## src/rtl/pic_cmd_decoder_if.sv

```systemverilog
// Host bus of the PIC command decoder: chip select, strobes, address, write data and read-source select.
// No latency of its own; it only groups the signals. rd_sel is combinational in the decoder.
// No backpressure: the host owns the strobes and the decoder never stalls the bus.
interface pic_cmd_decoder_if;
  logic       cs_n;
  logic       rd_n;
  logic       wr_n;
  logic       a0;
  logic [7:0] din;
  logic [1:0] rd_sel;

  modport master (output cs_n, rd_n, wr_n, a0, din, input rd_sel);
  modport slave  (input cs_n, rd_n, wr_n, a0, din, output rd_sel);
endinterface

```

## src/rtl/pic_cmd_decoder.sv

```systemverilog
// PIC command decoder: runs the ICW1-ICW4 initialisation sequence, decodes OCW1-OCW3 and tracks the read source.
// Latency: a strobe falling edge is detected one cycle after it falls. Results are visible right after that edge.
// No backpressure: every valid write is taken at once. Writes that arrive out of sequence are dropped and flagged on seq_err.
module pic_cmd_decoder #(
  parameter int IRQ_W = 8
) (
  input  logic              clk,
  input  logic              rst_n,
  pic_cmd_decoder_if.slave  bus,
  output logic              init_done,
  output logic [4:0]        vec_base,
  output logic              sngl,
  output logic              ic4,
  output logic              ltim,
  output logic [7:0]        icw3,
  output logic [4:0]        icw4,
  output logic [IRQ_W-1:0]  imr,
  output logic [7:0]        ocw2_cmd,
  output logic              ocw2_valid,
  output logic              smm,
  output logic              poll_req,
  output logic              seq_err
);

  localparam int NB = IRQ_W / 8;
  localparam int KW = (NB > 1) ? $clog2(NB) : 1;
  localparam logic [KW-1:0] K_LAST = KW'(NB - 1);

  typedef enum logic [2:0] {IDLE, W_ICW2, W_ICW3, W_ICW4, READY} state_t;

  state_t        state, state_nxt;
  logic          wr_q, rd_q;
  logic          wr_ev, rd_ev, icw1;
  logic          rej, ld_icw2, ld_icw3, ld_icw4, ocw1, ocw2, ocw3;
  logic          base_isr;
  logic          poll_armed;
  logic [KW-1:0] k;

  // Edge detection: an event needs the strobe high in the previous cycle and the other strobe idle now.
  assign wr_ev = wr_q & ~bus.wr_n & ~bus.cs_n & bus.rd_n;
  assign rd_ev = rd_q & ~bus.rd_n & ~bus.cs_n & bus.wr_n;
  assign icw1  = wr_ev & ~bus.a0 & bus.din[4];

  assign init_done  = (state == READY);
  assign bus.rd_sel = bus.a0 ? 2'b10 : (poll_armed ? 2'b11 : {1'b0, base_isr});

  // Registered copies of the strobes, used for falling-edge detection.
  always_ff @(posedge clk or negedge rst_n) begin
    if (!rst_n) begin
      wr_q <= 1'b1;
      rd_q <= 1'b1;
    end else begin
      wr_q <= bus.wr_n;
      rd_q <= bus.rd_n;
    end
  end

  // FSM state register.
  always_ff @(posedge clk or negedge rst_n) begin
    if (!rst_n) state <= IDLE;
    else        state <= state_nxt;
  end

  // Next-state logic. Each write is classified as ICW load, OCW decode or rejected write.
  always_comb begin
    state_nxt = state;
    rej       = 1'b0;
    ld_icw2   = 1'b0;
    ld_icw3   = 1'b0;
    ld_icw4   = 1'b0;
    ocw1      = 1'b0;
    ocw2      = 1'b0;
    ocw3      = 1'b0;
    if (wr_ev) begin
      if (icw1) begin
        state_nxt = W_ICW2;
      end else begin
        case (state)
          IDLE: rej = 1'b1;
          W_ICW2: begin
            if (bus.a0) begin
              ld_icw2   = 1'b1;
              state_nxt = !sngl ? W_ICW3 : (ic4 ? W_ICW4 : READY);
            end else begin
              rej = 1'b1;
            end
          end
          W_ICW3: begin
            if (bus.a0) begin
              ld_icw3   = 1'b1;
              state_nxt = ic4 ? W_ICW4 : READY;
            end else begin
              rej = 1'b1;
            end
          end
          W_ICW4: begin
            if (bus.a0) begin
              ld_icw4   = 1'b1;
              state_nxt = READY;
            end else begin
              rej = 1'b1;
            end
          end
          READY: begin
            // With a0=0 and din[4]=0 the write is OCW2 when din[3]=0 and OCW3 when din[3]=1.
            if (bus.a0)           ocw1 = 1'b1;
            else if (!bus.din[3]) ocw2 = 1'b1;
            else                  ocw3 = 1'b1;
          end
          default: state_nxt = IDLE;
        endcase
      end
    end
  end

  // Configuration and command registers, one-cycle pulses, the OCW1 byte index and the poll one-shot.
  always_ff @(posedge clk or negedge rst_n) begin
    if (!rst_n) begin
      vec_base   <= '0;
      sngl       <= 1'b0;
      ic4        <= 1'b0;
      ltim       <= 1'b0;
      icw3       <= '0;
      icw4       <= '0;
      imr        <= '0;
      ocw2_cmd   <= '0;
      ocw2_valid <= 1'b0;
      smm        <= 1'b0;
      poll_req   <= 1'b0;
      seq_err    <= 1'b0;
      base_isr   <= 1'b0;
      poll_armed <= 1'b0;
      k          <= '0;
    end else begin
      ocw2_valid <= ocw2;
      poll_req   <= ocw3 & bus.din[2];
      seq_err    <= rej;

      if (icw1) begin
        sngl     <= bus.din[1];
        ic4      <= bus.din[0];
        ltim     <= bus.din[3];
        imr      <= '0;
        smm      <= 1'b0;
        icw3     <= '0;
        icw4     <= '0;
        base_isr <= 1'b0;
      end
      if (ld_icw2) vec_base <= bus.din[7:3];
      if (ld_icw3) icw3     <= bus.din;
      if (ld_icw4) icw4     <= bus.din[4:0];

      if (wr_ev && !bus.a0) begin
        k <= '0;
      end else if (ocw1) begin
        for (int b = 0; b < NB; b++) begin
          if (k == KW'(b)) imr[b*8 +: 8] <= bus.din;
        end
        k <= (k == K_LAST) ? '0 : k + 1'b1;
      end

      if (ocw2) ocw2_cmd <= bus.din;

      if (ocw3) begin
        if (bus.din[6]) smm        <= bus.din[5];
        if (bus.din[1]) base_isr   <= bus.din[0];
        if (bus.din[2]) poll_armed <= 1'b1;
      end

      // A status read with a0=0 consumes an armed poll.
      if (rd_ev && !bus.a0 && poll_armed) poll_armed <= 1'b0;
    end
  end

endmodule

```

## src/flat_wrapper.sv

```systemverilog
// flat-port wrapper written by rule: the top's interface ports become plain ports
module pic_cmd_decoder_flat 
#(
  parameter int IRQ_W = 8
)
  (clk, rst_n, init_done, vec_base, sngl, ic4, ltim, icw3, icw4, imr, ocw2_cmd, ocw2_valid, smm, poll_req, seq_err, bus_cs_n, bus_rd_n, bus_wr_n, bus_a0, bus_din, bus_rd_sel);
  pic_cmd_decoder_if bus_i ();
  input  logic clk;
  input  logic rst_n;
  output logic init_done;
  output logic [4:0] vec_base;
  output logic sngl;
  output logic ic4;
  output logic ltim;
  output logic [7:0] icw3;
  output logic [4:0] icw4;
  output logic [IRQ_W-1:0] imr;
  output logic [7:0] ocw2_cmd;
  output logic ocw2_valid;
  output logic smm;
  output logic poll_req;
  output logic seq_err;
  input wire logic [$bits(bus_i.cs_n)-1:0] bus_cs_n;
  input wire logic [$bits(bus_i.rd_n)-1:0] bus_rd_n;
  input wire logic [$bits(bus_i.wr_n)-1:0] bus_wr_n;
  input wire logic [$bits(bus_i.a0)-1:0] bus_a0;
  input wire logic [$bits(bus_i.din)-1:0] bus_din;
  output wire logic [$bits(bus_i.rd_sel)-1:0] bus_rd_sel;
  assign bus_i.cs_n = bus_cs_n;
  assign bus_i.rd_n = bus_rd_n;
  assign bus_i.wr_n = bus_wr_n;
  assign bus_i.a0 = bus_a0;
  assign bus_i.din = bus_din;
  assign bus_rd_sel = bus_i.rd_sel;
  pic_cmd_decoder #(.IRQ_W(IRQ_W)) u_core (.clk(clk), .rst_n(rst_n), .bus(bus_i), .init_done(init_done), .vec_base(vec_base), .sngl(sngl), .ic4(ic4), .ltim(ltim), .icw3(icw3), .icw4(icw4), .imr(imr), .ocw2_cmd(ocw2_cmd), .ocw2_valid(ocw2_valid), .smm(smm), .poll_req(poll_req), .seq_err(seq_err));
endmodule
```

## config.mk

```make
export PLATFORM = sky130hd
export DESIGN_NAME = pic_cmd_decoder_flat
export DESIGN_NICKNAME = d
export VERILOG_FILES = /design/src/rtl/pic_cmd_decoder_if.sv /design/src/rtl/pic_cmd_decoder.sv /design/src/flat_wrapper.sv
export SDC_FILE = /design/constraint.sdc
export NUM_CORES = 1
export LEC_CHECK = 0
export BUFFER_PORTS_ARGS = -buffer_cell sky130_fd_sc_hd__buf_2
export CORE_ASPECT_RATIO = 0.75
export CORE_UTILIZATION = 46
export CTS_CLUSTER_SIZE = 24
export DETAILED_ROUTE_END_ITERATION = 8
export PLACE_DENSITY = 0.72
export SYNTH_ARGS = -nofsm -noshare
export SYNTH_HDL_FRONTEND = slang
export SYNTH_SLANG_ARGS = --single-unit
```

## constraint.sdc

```tcl
create_clock -name clk -period 1.8 [get_ports clk]
set_input_delay 0.09 -clock clk [delete_from_list [all_inputs] [get_ports clk]]
set_output_delay 0.09 -clock clk [all_outputs]
set_load 0.05 [all_outputs]
```

* Word-level counts from Yosys, hierarchy flattened *
Index checks and enable logic that the tools add are counted.

word-level totals
  register bits = 49
  input port bits = 14
  logic and storage cells = 110

cells by class
  add/subtract/negate cells = 1
  equality and inequality tests = 8
  muxes and demuxes = 56
  bitwise gates (word level) = 13
  reductions and logical operators = 14

operators by type and width
  cell                 number
  $mux 8               6
  $mux 1               38
  $mux 3               6
  $pmux 3 s4           1
  $mux 5               2
  $reduce_bool 2->1    5
  $and 1x1->1          9
  $ne 3x2->1 const B   3
  $eq 3x2->1 const B   2
  $reduce_and 5->1     1
  $mux 2               2
  $not 1->1            4
  $eq 3x1->1 const B   1
  $eq 3x3->1 const B   1
  $logic_and 1x1->1    3
  $logic_not 3->1      1
  $reduce_or 3->1      1
  $ne 2x1->1 const B   1
  $pmux 1 s2           1
  $reduce_and 2->1     1
  $reduce_or 2->1      1
  $add 1x1->1 const B  1
  $logic_not 1->1      1

* Longest topological paths before layout *
Gate-level depths: netlist of the first run.

  depth in word-level cells = 10
  gate-level depth with buffers = 5

* Worst setup path before layout of the first run *
Ideal clock, no wire load.

  kind = register to register
  start = reg u_core.wr_q
  end = reg u_core.vec_base[0]
  library setup time = 0.125 ns
  arrival time = 1.583 ns
  required time = 1.675 ns
  path slack = 0.092 ns
  stages on the path, launching flop included = 5
  path buffers = 1
  path through = dfstp_2 nand4bb_4 or4_4 buf_6 mux2_4

on the way
  longest elaborated chain between the ends = 7

ends and longest elaborated chain
  item                           RTL line                text
  start, declared                pic_cmd_decoder.sv:32   logic wr_q, rd_q;
  start signal, assigned         pic_cmd_decoder.sv:53   wr_q <= bus.wr_n;
  $and 1x1->1 (*) (3 in series)  pic_cmd_decoder.sv:40   assign wr_ev = wr_q & ~bus.wr_n & ~bus.cs_n & bus.rd_n;
  $and 1x1->1 (2 in series)      pic_cmd_decoder.sv:42   assign icw1 = wr_ev & ~bus.a0 & bus.din[4];
  $mux 1                         pic_cmd_decoder.sv:75   if (icw1) begin
  $mux 1 (*)                     pic_cmd_decoder.sv:74   if (wr_ev) begin
  end signal, assigned           pic_cmd_decoder.sv:149  if (ld_icw2) vec_base <= bus.din[7:3];
  end, declared                  pic_cmd_decoder.sv:11   output logic [4:0] vec_base,

Every way passes the cells marked *; elsewhere a longest branch is shown, timed or not.
A chain may end at the register's enable or synchronous reset.

* Worst setup path after layout of the first run *
  start = in bus_wr_n
  end = reg u_core.vec_base[0]

on the way
  longest elaborated chain between the ends = 8

ends and longest elaborated chain
  item                           RTL line               text
  start, declared                flat_wrapper.sv:25     input wire logic [$bits(bus_i.wr_n)-1:0] bus_wr_n;
  $not 1->1 (*)                  pic_cmd_decoder.sv:40
  $and 1x1->1 (*) (3 in series)  pic_cmd_decoder.sv:40
  $and 1x1->1 (2 in series)      pic_cmd_decoder.sv:42
  $mux 1                         pic_cmd_decoder.sv:75
  $mux 1 (*)                     pic_cmd_decoder.sv:74

Marked as above.

==> out/results.txt, run 1 <==
syn_nets: 180
clk sinks: 48
Post-synth top flop: dfrtp_1
WL/cell: 17.4 um
fin. max-slew vios: 0
worst r2r src: u_core.wr_q$_DFF_PN1_
post-synth cell types: 40
Syn Area/Cell: 12.8 um^2
synthesis-to-finish area growth: 25.5%
Pre-antenna DRT Iters: 4
Bufs on Longest Clock Path: 2
kind of critical path: input pin to flop
Post-route DRC: 0
Max FO, Critical Path: 5
Nets: 248
ANT nets after route: 0
hpwl dp: 3.46 mm
period utilization: 93.7%
clock root cell: clkbuf_8
Peak VDD IR: 0.639 mV
Post-synth ARST share: 100%
relative slew slack: 60.5%
drt total wl: 5.05 mm
Synth area leaders: dfrtp_1 (54%), a22o_1 (5.4%), mux2_2 (4.8%)
die width: 80.4 um
clock slew seen by the registers of the worst setup and hold paths: 0.09 ns
Leakage: 0.00141 uW
most common cell after layout, fill and taps aside: buf_2
Diodes inserted: 0
share of layout cells above drive strength 1: 45.5%
total track usage: 23.5%
Die Ht: 60.8 um
Seq/Total Area, Yosys: 56.8%
Synth Register Bits: 48
Clock Skew: 0.00458 ns
PD cells: 941 nW/um^2
synthesized cell area: 2120 um^2
final hold slack: 0.0764 ns
final setup fails: 0
worst hold path class: input pin to flop
Initial Util: 50.1%
element type at the critical path end: flop
IO Count: 58
row count: 20
Critical Path Source Type: input pin
Worst EP required: 1.99 ns
Max Fclk: 593 MHz
transition time of the tightest slew-check pin: 0.586 ns
Syn. warnings: 0
CTS H-tree lvls: 2
first-pass GRT wire length: 8.35 mm
outcome: finished clean
IO Port Bufs: 57
worst skew pair latency: 0.30 ns
vias per cell: 5.68
Filler Cell Count: 341
MaxCap Viol Count: 0
Cells after Synth: 166
initial antenna violation count: 0
Hold Crit Start: bus_din[5]
die area: 4890 um^2
RSZ-0062 raised after global routing: no
TNS Setup: 0 ns
Reg2Reg Setup Slack: 0.12 ns
vias in the first global route: 1,605
routability cong.: 0.838
final hold violation count: 0
Post-synth EDFFs: 0
post_cts resized: 0
via count: 1,646
Arr. time, crit path: 1.88 ns
CP startpoint: bus_wr_n
most frequent cells in the layout: buf_2 (57), dfrtp_1 (46), a22o_1 (13)
CTS tree: yes
grt ovf: 0
dominant cell type by area after synthesis: dfrtp_1
Core ar.: 4230 um^2
CTS Buf Count: 5
Tmin final: 1.69 ns
1st-iter DRT viols: 114
largest net degree at the start of global routing: 49
share of the synthesized area in the top cell type: 54.3%
per-layer routing:
| layer | share of wire, % | wire [um] | track usage [%] | vias to the layer above |
|---|---|---|---|---|
| met2 | 45 | 2280 | 35.7 | 48 |
| met5 | 0 | 0 | 0 | - |
| met1 | 49 | 2500 | 34.0 | 836 |
| met4 | 0.83 | 42 | 6.63 | 0 |
| met3 | 4.5 | 226 | 5.56 | 6 |
| li1 | - | - | - | 756 |
cell type report:
type                       instances  area, um^2  area share, %
inverter                           4        15.0          0.564
timing repair buffer              72         405           15.2
clock inverter                     2        38.8           1.46
sequential                        48        1200           45.2
clock buffer                       6        82.6           3.10
multi-input combinational        103         846           31.8
tap                               55        68.8           2.59
path summary, 6_finish.rpt:
| path | end | cells after the start |
|---|---|---|
| setup / recovery | u_core.vec_base[0]$_DFFE_PN0P_ | 5 |
| max in group asynchronous | u_core.imr[6]$_DFF_PN0_ | 3 |
| hold reg to reg | u_core.ocw2_cmd[3]$_DFFE_PN0P_ | 1 |
| setup reg to reg | u_core.ltim$_DFFE_PN0P_ | 3 |
| min in group asynchronous | u_core.ocw2_cmd[1]$_DFFE_PN0P_ | 3 |
| hold / removal | u_core.smm$_DFF_PN0_ | 3 |
repair_timing:
item                                   4_1_cts  5_1_grt
buffers inserted                             0        0
endpoints found under the hold margin       48        0
hold buffers                                 3        0
cell usage after synthesis (all sizes together) (3+ instances only):
| library cell | n |
|---|---|
| dfrtp | 46 |
| mux2 | 14 |
| a22o | 13 |
| nor2 | 8 |
| a31o | 7 |
| and4 | 7 |
| o21ai | 7 |
| and2 | 6 |
| buf | 6 |
| clkbuf | 5 |
| nand2 | 5 |
| inv | 4 |
| nand4 | 4 |
| mux2i | 3 |
| nand2b | 3 |
| nor2b | 3 |
state kept, by name (all words and copies together), names as in the netlist, 3 cells and up:
| signal | flops |
|---|---|
| u_core.icw3 | 8 |
| u_core.icw4 | 5 |
| u_core.state | 3 |
| u_core.imr | 8 |
| u_core.vec_base | 5 |
| u_core.ocw2_cmd | 8 |
critical path, stage by stage:
cell and delay [ns]:
dlygate4sd3_1 0.53, buf_2 0.15, nand4bb_4 0.22, or4_4 0.56, mux2_4 0.33
power breakdown:
part	leakage, uW	total (uW)	switching, uW	internal (uW)
clock	0.0000614	812	357	454
combinational	0.000706	502	360	142
sequential	0.000646	1190	44.0	1150
cells by family (layout without fill, tap and decap cells):
logic type / after synthesis / count (layout) / share of synthesized area (%)
buf+inv: 15 / 84 / 3.31
mux: 17 / 17 / 9.74
compound gates: 35 / 35 / 12.9
flops: 48 / 48 / 56.8
simple gates: 51 / 51 / 17.2
per-stage QoR:
| stage | util [%] | setup WS (ns) | total power, uW | instances | instance area, um^2 |
|---|---|---|---|---|---|
| global route | 62.9 | 0.0676 | 2610 | 290 | 2660 |
| floorplan | - | 0.0920 | 1550 | 166 | 2120 |
| detailed placement | 59.3 | 0.138 | 1710 | 279 | 2510 |
| CTS | 62.9 | 0.120 | 2520 | 290 | 2660 |
| finish | 62.9 | 0.114 | 2500 | 290 | 2660 |
| global placement | 59.3 | 0.176 | 1700 | 279 | 2510 |
Power figures use the tool's default switching activity.
==> run 2: changes to the inputs <==
- CELL_PAD_IN_SITES_DETAIL_PLACEMENT: default -> 0
- CELL_PAD_IN_SITES_GLOBAL_PLACEMENT: default -> 1
- CORE_UTILIZATION: 46 -> 37
- PLACE_DENSITY: 0.72 -> 0.73
==> run 2 against run 1 <==
Effect of this change: die area grew 24%; wire length is 0.28% lower; cell count increased by 7.2%; via count down 3.9%; setup slack better by 0.0075 ns; largest cell class unchanged; highest routed layer unchanged.
==> out/results.txt, run 2 (synthesis results as in run 1) <==
transition time of the tightest slew-check pin: 0.617 ns (+0.0309 ns)
Worst EP required: 2.00 ns (about the same)
die area: 6040 um^2 (+24%)
via count: 1,581 (-3.9%)
WL/cell: 16.2 um (-7.0%)
row count: 23 (+15%)
post-CTS setup buffers: 0 (unchanged)
RSZ-0062 raised after global routing: no
drt total wl: 5.03 mm (-0.28%)
Nets: 249 (+0.40%)
clk sinks: 48 (unchanged)
ANT nets after route: 0 (unchanged)
most frequent cells in the layout: buf_2 (56), dfrtp_1 (46), a22o_1 (13), buf_4 (13), mux2_2 (9)
clock slew seen by the registers of the worst setup and hold paths: 0.09 ns (about the same)
Peak VDD IR: 0.452 mV (-29%)
Final Cell Area: 2670 um^2 (+0.19%)
IO Count: 58 (unchanged)
Pre-antenna DRT Iters: 4 (unchanged)
share of layout cells above drive strength 1: 45.8% (+0.23 points)
Max Fclk: 596 MHz (+0.45%)
final hold slack: 0.0648 ns (-0.0117 ns)
die width: 89.4 um (+11%)
final hold violation count: 0 (unchanged)
synthesis-to-finish area growth: 25.7%
slowest CP cell: or4_4
Hold Crit Start: bus_din[5]
IO Port Bufs: 57 (unchanged)
relative slew slack: 58.6% (-1.9 points)
Arr. time, crit path: 1.87 ns (about the same)
most common cell after layout, fill and taps aside: buf_2
total track usage: 18.6% (-4.8 points)
vias per cell: 5.08 (-10%)
Post-route DRC: 0 (unchanged)
MaxCap Viol Count: 0 (unchanged)
grt ovf: 0 (unchanged)
hpwl dp: 3.67 mm (+5.9%)
Core ar.: 5440 um^2 (+29%)
clock root cell: clkbuf_8
routability cong.: 0.737 (-12%)
Placed Area: 2540 um^2 (+1.3%)
Max FO, Critical Path: 5 (unchanged)
TNS Setup: 0 ns (unchanged)
kind of critical path: input pin to flop
worst hold path class: input pin to flop
CTS Buf Count: 5 (unchanged)
final setup fails: 0 (unchanged)
Reg2Reg Setup Slack: 0.14 ns (+0.02 ns)
PD cells: 878 nW/um^2 (-6.8%)
1st-iter DRT viols: 37 (-68%)
CP peak stage delay: 0.56 ns (about the same)
element type at the critical path end: flop
busiest grt layer: met2
Diodes inserted: 0 (unchanged)
met2 GRT Util: 27.0% (-8.7 points)
period utilization: 93.3% (-0.42 points)
worst skew pair latency: 0.30 ns (about the same)
initial antenna violation count: 0 (unchanged)
largest net degree at the start of global routing: 26 (-47%)
CTS H-tree lvls: 2 (unchanged)
CP startpoint: bus_wr_n
Tmin final: 1.68 ns (-0.00753 ns)
grt met3 use: 5.99% (+0.43 points)
fin. max-slew vios: 0 (unchanged)
Leakage: 0.00141 uW (-0.46%)
worst path cell trace: dlygate4sd3_1 -> buf_2 -> nand4bb_4 -> or4_4 -> mux2_4
Die Ht: 67.5 um (+11%)
worst r2r src: u_core.wr_q$_DFF_PN1_
Filler Cell Count: 510 (+50%)
met1 Use GR: 26.2% (-7.8 points)
CTS tree: yes
vias in the first global route: 1,592 (-0.81%)
Initial Util: 39.0% (-11 points)
Critical Path Source Type: input pin
first-pass GRT wire length: 8.19 mm (-1.9%)
Bufs on Longest Clock Path: 2 (unchanged)
Clock Skew: 0.00781 ns (+0.00323 ns)
biggest regs: u_core.icw3 (8), u_core.imr (8), u_core.ocw2_cmd (8)
outcome: finished clean
==> run 2: cell count changes in the layout (fill, tap and decap cells not counted) <==
cell       change
buf_2          -1
buf_4          +1
bufinv_16      -1
clkbuf_4       +1
clkbuf_8       -1
clkinv_2       +1
inv_6          +1
==> run 2: area by class of cell <==
| cell class | instances | area [um^2] | area share, % |
|---|---|---|---|
| tap | 75 | 93.8 | 3.52 |
| inverter | 4 | 15.0 | 0.563 |
| multi-input combinational | 103 | 846 | 31.7 |
| clock buffer | 5 | 68.8 | 2.58 |
| timing repair buffer | 73 | 415 | 15.6 |
| sequential | 48 | 1200 | 45.2 |
| clock inverter | 3 | 22.5 | 0.845 |
==> run 2: final timing paths <==
path	cells past startpoint	endpoint
max	5	u_core.vec_base[0]$_DFFE_PN0P_
min	3	u_core.smm$_DFF_PN0_
max reg2reg	3	u_core.vec_base[0]$_DFFE_PN0P_
min reg2reg	1	u_core.ocw2_cmd[3]$_DFFE_PN0P_
max in group asynchronous	3	u_core.rd_q$_DFF_PN1_
min in group asynchronous	2	u_core.vec_base[2]$_DFFE_PN0P_
==> run 2: critical path: cells and delay by family <==
| family | cells | cell delay, ns |
|---|---|---|
| buf+inv | 2 | 0.68 |
| mux | 1 | 0.32 |
| simple gates | 2 | 0.78 |
==> run 2: per-layer routing <==
| layer | part of all wire (%) | vias to the layer above |
|---|---|---|
| met5 | 0 | - |
| met4 | 1.4 | 0 |
| met3 | 6.2 | 8 |
| met2 | 41 | 44 |
| met1 | 51 | 772 |
| li1 | - | 757 |
==> run 2: power breakdown <==
group	switching, uW	total, uW	internal [uW]	leakage, uW
Combinational	359	504	145	0.000712
Clock	363	641	278	0.0000485
Sequential	47.9	1190	1150	0.000646
Total	770	2340	1570	0.00141
==> run 2: timing repair <==
| action | in CTS | in global routing |
|---|---|---|
| endpoints found under the hold margin | 24 | 0 |
| setup endpoints to repair | 0 | 1 |
| hold buffers | 3 | 0 |
| gates resized for setup | 0 | 1 |
==> run 2: metrics by stage <==
step                      power, uW  utilization, %  cells  setup slack [ns]
after CTS                      2360            49.0    311             0.100
after detailed placement       1720            46.7    300             0.150
after global placement         1710            46.7    300             0.170
final                          2340            49.0    311             0.121
after global routing           2450            49.0    311            0.0212
after floorplan                1550               -    166            0.0920
==> run 3: changes to the inputs <==
- CTS_BUF_LIST: default -> sky130_fd_sc_hd__clkbuf_16
==> run 3 against run 2 <==
Effect of this change: first-iteration DRC count increased by 41%; non-clock buffer count unchanged; cell count unchanged; highest routed layer unchanged.
==> out/results.txt, run 3 (synthesis results as in run 1) <==
outcome: finished clean
initial antenna violation count: 0 (unchanged)
Switching Share: 30.6% (-2.3 points)
post_cts resized: 0 (unchanged)
fin. max-slew vios: 0 (unchanged)
die area: 6040 um^2 (unchanged)
worst path cell trace: dlygate4sd3_1 -> buf_2 -> nand4bb_4 -> or4_4 -> mux2_4
Critical Path Source Type: input pin
Leakage: 0.00143 uW (+1.7%)
clock root cell: clkbuf_16
clock slew seen by the registers of the worst setup and hold paths: 0.06 ns (-0.03 ns)
PD cells: 959 nW/um^2 (+9.3%)
relative slew slack: 58.2% (-0.40 points)
TNS Setup: 0 ns (unchanged)
grt ovf: 0 (unchanged)
Max Fclk: 586 MHz (-1.6%)
Comb power frac: 19.3% (-2.3 points)
period utilization: 94.8% (+1.5 points)
final setup fails: 0 (unchanged)
Int Pwr: 1810 uW (+15%)
first-pass GRT wire length: 8.25 mm (+0.76%)
Nets: 249 (unchanged)
ANT nets after route: 0 (unchanged)
biggest regs: u_core.icw3 (8), u_core.imr (8), u_core.ocw2_cmd (8)
largest net degree at the start of global routing: 26 (unchanged)
IO Port Bufs: 57 (unchanged)
transition time of the tightest slew-check pin: 0.623 ns (+0.00601 ns)
final hold violation count: 0 (unchanged)
1st-iter DRT viols: 52 (+41%)
worst skew pair latency: 0.29 ns (about the same)
post-CTS setup buffers: 0 (unchanged)
row count: 23 (unchanged)
Clock Skew: 0.00509 ns (-0.00272 ns)
Seq pwr share: 45.8% (-5.2 points)
Net Sw Power: 798 uW (+3.7%)
crit path buf inv count: 2 (unchanged)
via count: 1,585 (+0.25%)
clk sinks: 48 (unchanged)
vias in the first global route: 1,589 (-0.19%)
hold path depth: 3 (unchanged)
slowest CP cell: or4_4
Post-route DRC: 0 (unchanged)
Diodes inserted: 0 (unchanged)
Worst EP required: 1.98 ns (-0.02 ns)
IO Count: 58 (unchanged)
CTS Buf Count: 5 (unchanged)
Die Ht: 67.5 um (unchanged)
Pre-antenna DRT Iters: 4 (unchanged)
drt total wl: 5.07 mm (+0.68%)
vias per cell: 5.10 (+0.25%)
worst hold path class: input pin to flop
Bufs on Longest Clock Path: 2 (unchanged)
die width: 89.4 um (unchanged)
hpwl dp: 3.67 mm (unchanged)
CTS H-tree lvls: 2 (unchanged)
CP peak stage delay: 0.56 ns (about the same)
Peak VDD IR: 0.536 mV (+19%)
synthesis-to-finish area growth: 28.3%
Initial Util: 39.0% (unchanged)
Tmin final: 1.71 ns (+0.0276 ns)
Arr. time, crit path: 1.88 ns (about the same)
Clk network pwr share: 34.9% (+7.5 points)
CTS tree: yes
Levels on crit path: 5 (unchanged)
cell family with most CP delay: simple AND/OR/NAND/NOR gates
Filler Cell Count: 497 (-2.5%)
MaxCap Viol Count: 0 (unchanged)
element type at the critical path end: flop
total track usage: 18.9% (+0.24 points)
Core ar.: 5440 um^2 (unchanged)
most common cell after layout, fill and taps aside: buf_2
Max FO, Critical Path: 5 (unchanged)
share of layout cells above drive strength 1: 45.8% (unchanged)
final hold slack: 0.0864 ns (+0.0217 ns)
worst reg2reg path depth: 3 (unchanged)
WL/cell: 16.3 um (+0.68%)
RSZ-0062 raised after global routing: no
kind of critical path: input pin to flop
routability cong.: 0.737 (unchanged)
most frequent cells in the layout: buf_2 (57), dfrtp_1 (46), a22o_1 (13), buf_4 (13), mux2_2 (9)
==> run 3: path summary, 6_finish.rpt <==
kind,start,to,slack [ns]
worst max-delay path,bus_wr_n,u_core.vec_base[0]$_DFFE_PN0P_,0.09
worst min-delay path,bus_din[5],u_core.smm$_DFF_PN0_,0.09
worst max register to register,u_core.wr_q$_DFF_PN1_,u_core.vec_base[0]$_DFFE_PN0P_,0.14
worst min register to register,u_core.ocw2_cmd[3]$_DFFE_PN0P_,u_core.ocw2_cmd[3]$_DFFE_PN0P_,0.49
max in group asynchronous,rst_n,u_core.rd_q$_DFF_PN1_,0.83
min in group asynchronous,rst_n,u_core.vec_base[2]$_DFFE_PN0P_,0.32
==> run 3: metal layers <==
metal  vias up  GRT usage (%)  wire (um)
li1        757              -          -
met1       772           26.2       2570
met2        49           27.3       2090
met3         7           6.36        333
met4         0           7.14         74
met5         -              0          0
==> run 3: stage by stage <==
step	instances	utilization, %	area [um^2]	total power, uW	setup slack (ns)
finish	311	50.0	2720	2610	0.0939
global route	311	50.0	2720	2720	0.0115
CTS	311	50.0	2720	2640	0.0976
detailed placement	300	46.7	2540	1720	0.150
global placement	300	46.7	2540	1710	0.170
floorplan	166	-	2120	1550	0.0920
==> run 3: final cells by class <==
class | count | area (um^2) | share of cell area [%]
sequential | 48 | 1200 | 44.3
inverter | 4 | 15.0 | 0.552
timing repair buffer | 73 | 413 | 15.2
clock buffer | 5 | 125 | 4.60
multi-input combinational | 103 | 846 | 31.1
tap | 75 | 93.8 | 3.45
clock inverter | 3 | 22.5 | 0.828
==> run 3: worst register-to-register path: stages, from the launching register on <==
cell       delay, ns
dfstp_2         0.55
nand4bb_4       0.11
or4_4           0.57
mux2_4          0.32
==> run 3: what timing repair did <==
item | 4_1_cts | 5_1_grt
setup endpoints to repair | 0 | 0
hold endpoints to repair | 24 | 0
hold buffers | 3 | 0
==> run 3: power groups by stage <==
stage | clock (uW) | sequential (uW) | combinational (uW)
after CTS | 939 | 1190 | 508
after detailed placement | 0 | 1210 | 502
after global placement | 0 | 1210 | 499
after global routing | 980 | 1200 | 539
final | 910 | 1200 | 503
after floorplan | 0 | 1420 | 129
